**config.mk**
```make
export PLATFORM = sky130hd
export DESIGN_NAME = lsu_sequencer
export DESIGN_NICKNAME = d
export VERILOG_FILES = /design/src/rtl/lsu_sequencer.sv
export SDC_FILE = /design/constraint.sdc
export NUM_CORES = 1
export LEC_CHECK = 0
export BUFFER_PORTS_ARGS = -buffer_cell sky130_fd_sc_hd__buf_2
export CORE_MARGIN = 8
export CORE_UTILIZATION = 60
export CTS_BUF_LIST = sky130_fd_sc_hd__clkbuf_2 sky130_fd_sc_hd__clkbuf_4 sky130_fd_sc_hd__clkbuf_8
export CTS_CLUSTER_DIAMETER = 50
export CTS_CLUSTER_SIZE = 14
export DETAILED_ROUTE_END_ITERATION = 16
export PLACE_DENSITY = 0.86
export SYNTH_ARGS = -nofsm -noshare
export SYNTH_HDL_FRONTEND = slang
export SYNTH_SLANG_ARGS = --single-unit
```
**constraint.sdc**
```tcl
create_clock -name clk_i -period 4.65 [get_ports clk_i]
set_input_delay 0.93 -clock clk_i [delete_from_list [all_inputs] [get_ports clk_i]]
set_output_delay 0.93 -clock clk_i [all_outputs]
set_load 0.005 [all_outputs]
```
**src/rtl/lsu_sequencer.sv**
```systemverilog
// lsu_sequencer
// Initiator side of the data-memory port. Takes one load/store request at a
// time from the core, splits halfwords and misaligned words into byte beats,
// drives the memory beat interface, reassembles load bytes and returns a
// one-cycle response with sign/zero-extended data.
//
// Ports:
//   clk_i, rst_ni                  clock (rising edge), async active-low reset
//   req_valid_i / req_ready_o      request handshake (ready only in IDLE)
//   req_we_i, req_size_i           store flag, size (0 byte, 1 half, 2 word)
//   req_unsigned_i                 load zero-extend select
//   req_addr_i, req_wdata_i        byte address, right-aligned store data
//   resp_valid_o, resp_err_o       completion pulse, rejection flag
//   resp_rdata_o                   extended load data (0 for stores/errors)
//   mem_we_o, mem_byte_op_o        memory write enable, byte-beat select
//   mem_addr_o, mem_wd_o           memory byte address, write data
//   mem_rd_i                       memory read data (combinational)
module lsu_sequencer #(
   parameter int                    DATA_WIDTH  = 32,
   parameter int                    BYTE_WIDTH  = 8,
   parameter logic [DATA_WIDTH-1:0] END_ADDRESS = 'h1FFFF
) (
   input  logic                  clk_i,
   input  logic                  rst_ni,
   input  logic                  req_valid_i,
   output logic                  req_ready_o,
   input  logic                  req_we_i,
   input  logic [1:0]            req_size_i,
   input  logic                  req_unsigned_i,
   input  logic [DATA_WIDTH-1:0] req_addr_i,
   input  logic [DATA_WIDTH-1:0] req_wdata_i,
   output logic                  resp_valid_o,
   output logic                  resp_err_o,
   output logic [DATA_WIDTH-1:0] resp_rdata_o,
   output logic                  mem_we_o,
   output logic                  mem_byte_op_o,
   output logic [DATA_WIDTH-1:0] mem_addr_o,
   output logic [DATA_WIDTH-1:0] mem_wd_o,
   input  logic [DATA_WIDTH-1:0] mem_rd_i
);

   typedef enum logic [1:0] {IDLE, ACCESS, RESP} state_t;

   localparam logic [DATA_WIDTH:0] ONE = 1;

   state_t                state_q, state_d;
   logic                  we_q, unsigned_q, err_q;
   logic [1:0]            size_q, beat_q;
   logic [DATA_WIDTH-1:0] addr_q, wdata_q, rdata_q;

   logic [DATA_WIDTH:0]   req_nbytes, req_last;
   logic                  req_err;
   logic                  word_beat;
   logic [1:0]            last_beat;

   function automatic logic [DATA_WIDTH-1:0] extend_load(
      input logic [DATA_WIDTH-1:0] raw,
      input logic [1:0]            size,
      input logic                  uns
   );
      logic sgn;
      case (size)
         2'd0: begin
            sgn = ~uns & raw[BYTE_WIDTH-1];
            return {{(DATA_WIDTH-BYTE_WIDTH){sgn}}, raw[BYTE_WIDTH-1:0]};
         end
         2'd1: begin
            sgn = ~uns & raw[2*BYTE_WIDTH-1];
            return {{(DATA_WIDTH-2*BYTE_WIDTH){sgn}}, raw[2*BYTE_WIDTH-1:0]};
         end
         default: return raw;
      endcase
   endfunction

   // Range check is one bit wider than the address so a request that wraps
   // past the top of the address space is rejected rather than aliased.
   always_comb begin
      case (req_size_i)
         2'd0:    req_nbytes = ONE;
         2'd1:    req_nbytes = 2 * ONE;
         default: req_nbytes = 4 * ONE;
      endcase
      req_last = {1'b0, req_addr_i} + req_nbytes - ONE;
      req_err  = (req_size_i == 2'd3) || (req_last > {1'b0, END_ADDRESS});
   end

   // Only an aligned word travels as a single word beat; everything else is
   // a sequence of byte beats.
   always_comb begin
      word_beat = (size_q == 2'd2) && (addr_q[1:0] == 2'b00);
      if (word_beat || size_q == 2'd0) last_beat = 2'd0;
      else if (size_q == 2'd1)         last_beat = 2'd1;
      else                             last_beat = 2'd3;
   end

   always_ff @(posedge clk_i or negedge rst_ni) begin
      if (!rst_ni) begin
         state_q    <= IDLE;
         we_q       <= 1'b0;
         unsigned_q <= 1'b0;
         err_q      <= 1'b0;
         size_q     <= 2'd0;
         beat_q     <= 2'd0;
         addr_q     <= '0;
         wdata_q    <= '0;
         rdata_q    <= '0;
      end else begin
         state_q <= state_d;
         case (state_q)
            IDLE: begin
               if (req_valid_i) begin
                  we_q       <= req_we_i;
                  size_q     <= req_size_i;
                  unsigned_q <= req_unsigned_i;
                  addr_q     <= req_addr_i;
                  wdata_q    <= req_wdata_i;
                  err_q      <= req_err;
                  beat_q     <= 2'd0;
                  rdata_q    <= '0;
               end
            end
            ACCESS: begin
               beat_q <= beat_q + 2'd1;
               if (!we_q) begin
                  if (word_beat) rdata_q <= mem_rd_i;
                  else begin
                     for (int i = 0; i < 4; i++)
                        if (beat_q == 2'(i))
                           rdata_q[i*BYTE_WIDTH +: BYTE_WIDTH] <= mem_rd_i[BYTE_WIDTH-1:0];
                  end
               end
            end
            default: ;
         endcase
      end
   end

   always_comb begin
      state_d = state_q;
      case (state_q)
         IDLE:    if (req_valid_i) state_d = req_err ? RESP : ACCESS;
         ACCESS:  if (beat_q == last_beat) state_d = RESP;
         RESP:    state_d = IDLE;
         default: state_d = IDLE;
      endcase
   end

   // Memory outputs are held at zero outside ACCESS so nothing is written
   // while idle, responding or in reset.
   always_comb begin
      req_ready_o   = (state_q == IDLE);
      resp_valid_o  = 1'b0;
      resp_err_o    = 1'b0;
      resp_rdata_o  = '0;
      mem_we_o      = 1'b0;
      mem_byte_op_o = 1'b0;
      mem_addr_o    = '0;
      mem_wd_o      = '0;
      case (state_q)
         ACCESS: begin
            mem_we_o      = we_q;
            mem_byte_op_o = ~word_beat;
            if (word_beat) begin
               mem_addr_o = addr_q;
               mem_wd_o   = wdata_q;
            end else begin
               mem_addr_o = addr_q + DATA_WIDTH'(beat_q);
               for (int i = 0; i < 4; i++)
                  if (beat_q == 2'(i))
                     mem_wd_o = {{(DATA_WIDTH-BYTE_WIDTH){1'b0}},
                                 wdata_q[i*BYTE_WIDTH +: BYTE_WIDTH]};
            end
         end
         RESP: begin
            resp_valid_o = 1'b1;
            resp_err_o   = err_q;
            if (!err_q && !we_q)
               resp_rdata_o = extend_load(rdata_q, size_q, unsigned_q);
         end
         default: ;
      endcase
   end

endmodule

```
* Word level (Yosys, flattened, before mapping)
Cells that the tools add are included.
Cells by class: add/sub/neg operators 4, multiply operators 0, div/mod/pow operators 0, order comparisons 1, equal/unequal tests 17, shift-type cells 0, muxes and demuxes 32, bitwise gates (word level) 4, reduce and logical (&&, ||, !) cells 19
Operators with widths (number):
- 32-bit two-way mux | 12
- 32-bit case mux with 2 select lines | 2
- 8-bit two-way mux | 5
- 32-bit by 33-bit adder with 33-bit output | 1
- 33-bit by 17-bit greater-than comparator with 1-bit output, second input constant | 1
- 33-bit by 1-bit subtractor with 33-bit output, second input constant | 1
- 32-bit by 2-bit adder with 32-bit output | 1
- 4-bit AND reduction | 4
- 2-bit two-way mux | 6
- 3-bit != test, second input constant | 4
- 2-bit equality test, second input constant | 5
- 2-bit zero test | 5
- 2-bit by 1-bit equality test with 1-bit output, second input constant | 4
- 2-bit case mux with 2 select lines | 2
- 2-bit != test, second input constant | 3
- 3-bit case mux with 2 select lines | 1
- 2-bit AND reduction | 3
- 1-bit two-way mux | 4
- 2-bit by 1-bit adder with 2-bit output, second input constant | 1
- 1-bit bitwise AND | 2
- 2-bit equality test | 1
- 1-bit logical AND | 2
- 1-bit zero test | 2
- 1-bit logical OR | 2
- 2 further kinds | 3
Word-level totals: register bits after elaboration 105, bits in latches 0, bits in writable memories 0, memory bits (read-only) 0, bits of input ports 103, output and inout bits 101, memories kept 0

* Longest topological paths before layout
depth in word-level cells 9, depth in mapped cells 16, depth with buffers taken out 16

* Worst setup path after synthesis
OpenSTA, ideal clock, no wires.
kind input-to-reg, from input port req_size_i[0], to register err_q, setup time 0.128 ns, arrival time 3.673 ns, setup slack 0.849 ns, cell stages on the path 15, cells stage by stage or2_2 ha_1 inv_1 ha_1 inv_1 fa_1 nand2b_1 a21oi_1 o21ai_1 nand3b_1 and4_1 o32ai_1 or4b_1 nor4_2 nor2_1
Between the ends: cells in the longest elaborated chain, start to end 6, elaborated cells between the ends (all ways) 8, classes of those cells add/sub (2); order compare (1); eq/ne (2); mux (1); reduce/logical (2)
Ends and longest elaborated chain:
- start, declared | RTL line 28 | input logic [1:0] req_size_i,
- 2-bit by 1-bit equality test with 1-bit output / 2-bit zero test (equally long branches) | RTL line 78 | case (req_size_i)
- 3-bit case mux with 2 select lines | RTL line 78
- 32-bit by 33-bit adder with 33-bit output | RTL line 83 | req_last = {1'b0, req_addr_i} + req_nbytes - ONE;
- 33-bit by 1-bit subtractor with 33-bit output | RTL line 83
- 33-bit by 17-bit greater-than comparator with 1-bit output | RTL line 84 | req_err = (req_size_i == 2'd3) || (req_last > {1'b0, END_ADDRESS});
- 1-bit logical OR (*) | RTL line 84
- end signal, assigned | RTL line 117 | err_q <= req_err;
- end, declared | RTL line 47 | logic we_q, unsigned_q, err_q;
Every way passes the cells marked *; elsewhere a longest branch is shown, timed or not. A chain may end at the register's enable or synchronous reset.

* Worst setup path in the final report
from register beat_q[0], to output port mem_addr_o[26]
Between the ends: cells in the longest elaborated chain, start to end 3
Ends and longest elaborated chain:
- start, declared | RTL line 48 | logic [1:0] size_q, beat_q;
- start signal, assigned | RTL line 123 | beat_q <= beat_q + 2'd1;
- 32-bit by 2-bit adder with 32-bit output | RTL line 167 | mem_addr_o = addr_q + DATA_WIDTH'(beat_q);
- 32-bit two-way mux | RTL line 163 | if (word_beat) begin
- 32-bit two-way mux | RTL line 159 | case (state_q)
- end, declared | RTL line 37 | output logic [DATA_WIDTH-1:0] mem_addr_o,
No other way between the ends.

==> flow_summary.html <==
<table>
<tr><th>Metric</th><th>Value</th></tr>
<tr><th colspan="2">Outcome</th></tr>
<tr><td>Run status</td><td>complete, no violations</td></tr>
<tr><th colspan="2">STA</th></tr>
<tr><td>Fin. Hold Viols</td><td>0</td></tr>
<tr><td>Count of final setup violators</td><td>0</td></tr>
<tr><td>Final critical path time including I/O delays and setup</td><td>4.34 ns</td></tr>
<tr><td>Period Utilization, post-route</td><td>0.933</td></tr>
<tr><td>Final count of pins violating max slew</td><td>0</td></tr>
<tr><td>Worst slew margin</td><td>0.209</td></tr>
<tr><td>RSZ-0062 raised after global routing</td><td>no</td></tr>
<tr><td>Fmax</td><td>0.231 GHz</td></tr>
<tr><td>Least-Margin Pin Slew</td><td>1.18 ns</td></tr>
<tr><td>Total Negative Setup Slacks</td><td>0 ns</td></tr>
<tr><td>Largest clock skew in the final design</td><td>0.0138 ns</td></tr>
<tr><th colspan="2">Synth</th></tr>
<tr><td>Share of synthesized area occupied by flip-flops and latches</td><td>0.344</td></tr>
<tr><td>Yosys cell types</td><td>57</td></tr>
<tr><td>Post-synth top area cell</td><td>sky130_fd_sc_hd__dfrtp_1</td></tr>
<tr><td>Top-area cell type share of the netlist area</td><td>0.344</td></tr>
<tr><td>Synthesis Warnings</td><td>0</td></tr>
<tr><td>Gate count after technology mapping</td><td>1037</td></tr>
<tr><td>Synthesized net count</td><td>1182</td></tr>
<tr><td>Post-Syn Area</td><td>7630 um^2</td></tr>
<tr><td>Most common cell in the netlist</td><td>sky130_fd_sc_hd__nand2_1</td></tr>
<tr><td>Average size of a mapped cell</td><td>7.36 um^2</td></tr>
<tr><td>Share of async-settable or async-resettable flops after synthesis</td><td>1.00</td></tr>
<tr><td>Most frequent cells after synthesis</td><td>sky130_fd_sc_hd__nand2_1 (234), sky130_fd_sc_hd__dfrtp_1 (105), sky130_fd_sc_hd__a21oi_1 (98), sky130_fd_sc_hd__o21ai_0 (84), sky130_fd_sc_hd__nor2_1 (77)</td></tr>
<tr><td>Post-synth EDFFs</td><td>0</td></tr>
<tr><td>Dominant synthesized flop cell</td><td>sky130_fd_sc_hd__dfrtp_1</td></tr>
<tr><td>Yosys reg bits</td><td>105</td></tr>
<tr><td>Top area cells in the synthesized netlist</td><td>sky130_fd_sc_hd__dfrtp_1 (34%), sky130_fd_sc_hd__nand2_1 (12%), sky130_fd_sc_hd__ha_1 (6.6%)</td></tr>
<tr><th colspan="2">Global routing</th></tr>
<tr><td>Antenna violations before repair</td><td>0</td></tr>
<tr><td>Pin count of the biggest net entering global routing</td><td>97</td></tr>
<tr><td>First-pass GRT wire length</td><td>37200 um</td></tr>
<tr><td>Sum of overflow across all layers after global routing</td><td>0</td></tr>
<tr><td>Global-route usage over all layers</td><td>0.276</td></tr>
<tr><td>Vias in the first global route</td><td>7511</td></tr>
<tr><th colspan="2">Setup path</th></tr>
<tr><td>Number of buffers and inverters on the critical path</td><td>2</td></tr>
<tr><td>Top Family by Delay on Critical Path</td><td>simple AND/OR/NAND/NOR gates</td></tr>
<tr><td>Worst path slowest cell</td><td>sky130_fd_sc_hd__dfrtp_2</td></tr>
<tr><td>CP Data Arrival Time</td><td>3.41 ns</td></tr>
<tr><td>Setup crit start kind</td><td>flop</td></tr>
<tr><td>Delay of the slowest cell on the worst path</td><td>0.47 ns</td></tr>
<tr><td>Max Fanout on Critical Path</td><td>9</td></tr>
<tr><td>Setup Crit Path Kind</td><td>reg -&gt; out</td></tr>
<tr><td>Worst Setup End Kind</td><td>output port</td></tr>
<tr><td>Cell breakdown of the critical path</td><td>ha_1 &gt; inv_1 &gt; fa_1 &gt; nor3_1 &gt; and2_1 &gt; nand3_1 &gt; or2_2 &gt; or3_1 &gt; a21oi_1 &gt; buf_2</td></tr>
<tr><td>Required time at the worst-slack endpoint</td><td>3.72 ns</td></tr>
<tr><th colspan="2">Die</th></tr>
<tr><td>Initial Util</td><td>0.610</td></tr>
<tr><td>Placement row count</td><td>41</td></tr>
<tr><td>Horizontal extent of the die</td><td>129 um</td></tr>
<tr><td>Number of I/O pins</td><td>204</td></tr>
<tr><td>CORE AREA</td><td>12500 um^2</td></tr>
<tr><td>DIE AREA</td><td>16600 um^2</td></tr>
<tr><td>Die boundary height</td><td>129 um</td></tr>
<tr><th colspan="2">Cells and area</th></tr>
<tr><td>Seq. cell area</td><td>2630 um^2</td></tr>
<tr><td>Final core occ</td><td>0.716</td></tr>
<tr><td>Number of nets at the end of the flow</td><td>1349</td></tr>
<tr><td>Area of combinational cells with multiple inputs</td><td>4540 um^2</td></tr>
<tr><td>Post-Layout Cell Count</td><td>1382</td></tr>
<tr><td>Fill cell instance count of the final layout</td><td>1123</td></tr>
<tr><td>Share of post-route cells with drive strength above 1</td><td>0.205</td></tr>
<tr><td>Layout overhead on the synthesized area</td><td>17.5%</td></tr>
<tr><td>Post-layout instance area</td><td>8970 um^2</td></tr>
<tr><th colspan="2">Clocking</th></tr>
<tr><td>Sink Count</td><td>105</td></tr>
<tr><td>Clock latency at the later pin of the worst-skew pair</td><td>0.39 ns</td></tr>
<tr><td>Clock slew at reported path FFs</td><td>0.11 ns</td></tr>
<tr><td>CTS tree</td><td>built</td></tr>
<tr><td>Post-CTS Setup Inserts</td><td>0</td></tr>
<tr><td>Inserted Clock Buffers</td><td>9</td></tr>
<tr><td>Maximum root-to-sink buffer count</td><td>2</td></tr>
<tr><td>Number of cells upsized or downsized after cts</td><td>0</td></tr>
<tr><td>Number of H-tree levels</td><td>3</td></tr>
<tr><td>Root Buffer</td><td>sky130_fd_sc_hd__clkbuf_8</td></tr>
<tr><td>Count of hold buffers inserted by post-cts repair</td><td>0</td></tr>
<tr><th colspan="2">Drt</th></tr>
<tr><td>Via count of the routed design</td><td>7836</td></tr>
<tr><td>Post-route ant nets</td><td>0</td></tr>
<tr><td>Post-detailed-route DRC marker count</td><td>0</td></tr>
<tr><td>Wire length per cell after detailed routing</td><td>16.6 um</td></tr>
<tr><td>Routed wire length</td><td>22900 um</td></tr>
<tr><td>DRT iter0 DRCs</td><td>690</td></tr>
<tr><td>DR pass1 iterations</td><td>7</td></tr>
<tr><td>Mean number of vias per cell</td><td>5.67</td></tr>
<tr><th colspan="2">Power and ir drop</th></tr>
<tr><td>Design internal power</td><td>1.48 mW</td></tr>
<tr><td>Maximum vdd drop</td><td>0.000189 V</td></tr>
<tr><td>Share of power burned in combinational logic</td><td>0.245</td></tr>
<tr><td>Clock share of power</td><td>0.278</td></tr>
<tr><td>Switching fraction of total power</td><td>0.340</td></tr>
<tr><td>Power Dens Cells</td><td>250 nW/um^2</td></tr>
<tr><td>Share of total power in sequential cells</td><td>0.477</td></tr>
<tr><td>Leakage component of the power</td><td>4.52 nW</td></tr>
<tr><td>Sw power</td><td>763 uW</td></tr>
<tr><th colspan="2">Flow run</th></tr>
<tr><td>Count of max-cap constraint violations</td><td>0</td></tr>
<tr><th colspan="2">Place</th></tr>
<tr><td>Port Buf Inserts</td><td>203</td></tr>
<tr><td>Post-detailed-placement cell area</td><td>8740 um^2</td></tr>
<tr><td>GPL Wtd Cong</td><td>0.933</td></tr>
<tr><td>HPWL after detailed placement</td><td>17800 um</td></tr>
<tr><td>Placed instance count</td><td>1365</td></tr>
<tr><th colspan="2">Min path</th></tr>
<tr><td>Worst hold path class</td><td>reg -&gt; reg</td></tr>
</table>
placed cells by master, fill, tap and decap left out, types with 7 or more instances in the layout:
| cell type | Yosys | routed |
|---|---|---|
| sky130_fd_sc_hd__nand2_1 | 234 | 233 |
| sky130_fd_sc_hd__buf_2 | 2 | 202 |
| sky130_fd_sc_hd__dfrtp_1 | 105 | 104 |
| sky130_fd_sc_hd__a21oi_1 | 98 | 98 |
| sky130_fd_sc_hd__o21ai_0 | 84 | 84 |
| sky130_fd_sc_hd__nor2_1 | 77 | 77 |
| sky130_fd_sc_hd__inv_1 | 70 | 70 |
| sky130_fd_sc_hd__ha_1 | 40 | 40 |
| sky130_fd_sc_hd__and3_1 | 30 | 30 |
| sky130_fd_sc_hd__o31ai_1 | 28 | 28 |
| sky130_fd_sc_hd__xor2_1 | 21 | 21 |
| sky130_fd_sc_hd__nand3_1 | 20 | 20 |
| sky130_fd_sc_hd__and2_1 | 17 | 17 |
| sky130_fd_sc_hd__nand4_1 | 17 | 17 |
| sky130_fd_sc_hd__o211ai_1 | 13 | 13 |
| sky130_fd_sc_hd__o21ai_1 | 12 | 12 |
| sky130_fd_sc_hd__xnor2_1 | 12 | 12 |
| sky130_fd_sc_hd__nor2b_1 | 12 | 11 |
| sky130_fd_sc_hd__clkbuf_8 | 0 | 11 |
| sky130_fd_sc_hd__buf_4 | 0 | 11 |
| sky130_fd_sc_hd__nor3_1 | 10 | 10 |
| sky130_fd_sc_hd__or3_1 | 9 | 9 |
| sky130_fd_sc_hd__a22oi_1 | 7 | 7 |
flip-flops by register name, indices dropped and copies added (netlist names):
name        cells
unsigned_q      1
state_q         2
wdata_q        32
size_q          2
beat_q          2
we_q            1
err_q           1
rdata_q        32
addr_q         32
through the flow:
stage	hold WS (ns)	total power, mW	setup slack [ns]
finish	0.483	2.25	0.313
CTS	0.487	2.25	0.240
global placement	0.454	1.62	0.506
floorplan	0.442	1.44	0.849
global route	0.506	2.37	0.104
detailed placement	0.461	1.63	0.441
metal layers:
layer | GRT usage | part of all wire
met1 | 0.355 | 0.44
met2 | 0.470 | 0.48
met3 | 0.0534 | 0.070
met4 | 0.0650 | 0.015
met5 | 0 | 0
logic make-up (layout without fill, tap and decap cells):
group | Yosys count | after routing | share of synthesized area
mux | 1 | 1 | 0.00131
xor+xnor | 33 | 33 | 0.0379
fa+ha+maj | 42 | 42 | 0.0708
other cells | 0 | 1 | 0
simple gates | 454 | 454 | 0.272
compound gates | 275 | 275 | 0.211
flops | 105 | 105 | 0.344
buf+inv | 127 | 299 | 0.0628
worst reg2reg max path, stage by stage, from the launching register on:
cell                      delay, ns
sky130_fd_sc_hd__dfrtp_1       0.66
sky130_fd_sc_hd__nor2_1        0.10
sky130_fd_sc_hd__nand3_1       0.50
sky130_fd_sc_hd__nand2_1       0.27
sky130_fd_sc_hd__o21ai_1       0.93
sky130_fd_sc_hd__nand2_1       0.16
sky130_fd_sc_hd__o31ai_1       0.11
path summary, 6_finish.rpt:
check,to,from,depth (start not counted),slack (ns)
max,mem_addr_o[26],beat_q[0]$_DFFE_PN0P_,10,0.31
max in group asynchronous,wdata_q[1]$_DFFE_PN0P_,rst_ni,2,2.97
max reg2reg,rdata_q[22]$_DFFE_PN0P_,size_q[0]$_DFFE_PN0P_,6,1.84
min in group asynchronous,wdata_q[17]$_DFFE_PN0P_,rst_ni,1,0.71
min,rdata_q[11]$_DFFE_PN0P_,rdata_q[11]$_DFFE_PN0P_,2,0.48
min reg2reg,rdata_q[11]$_DFFE_PN0P_,rdata_q[11]$_DFFE_PN0P_,2,0.48
power by group through the flow:
stage / Sequential [mW] / Combinational, mW / Clock (mW)
finish: 1.07 / 0.549 / 0.624
detailed placement: 1.09 / 0.544 / 0
floorplan: 1.06 / 0.375 / 0
global placement: 1.09 / 0.535 / 0
CTS: 1.07 / 0.546 / 0.638
global route: 1.08 / 0.623 / 0.667
area by class of cell:
type / instances / share of cell area
sequential: 105 / 0.293
tap: 172 / 0.0240
antenna: 1 / 0.000279
multi-input combinational: 805 / 0.506
clock inverter: 5 / 0.00795
clock buffer: 11 / 0.0169
inverter: 70 / 0.0293
timing repair buffer: 213 / 0.122
Note: power is estimated with default switching activity, not from simulation.
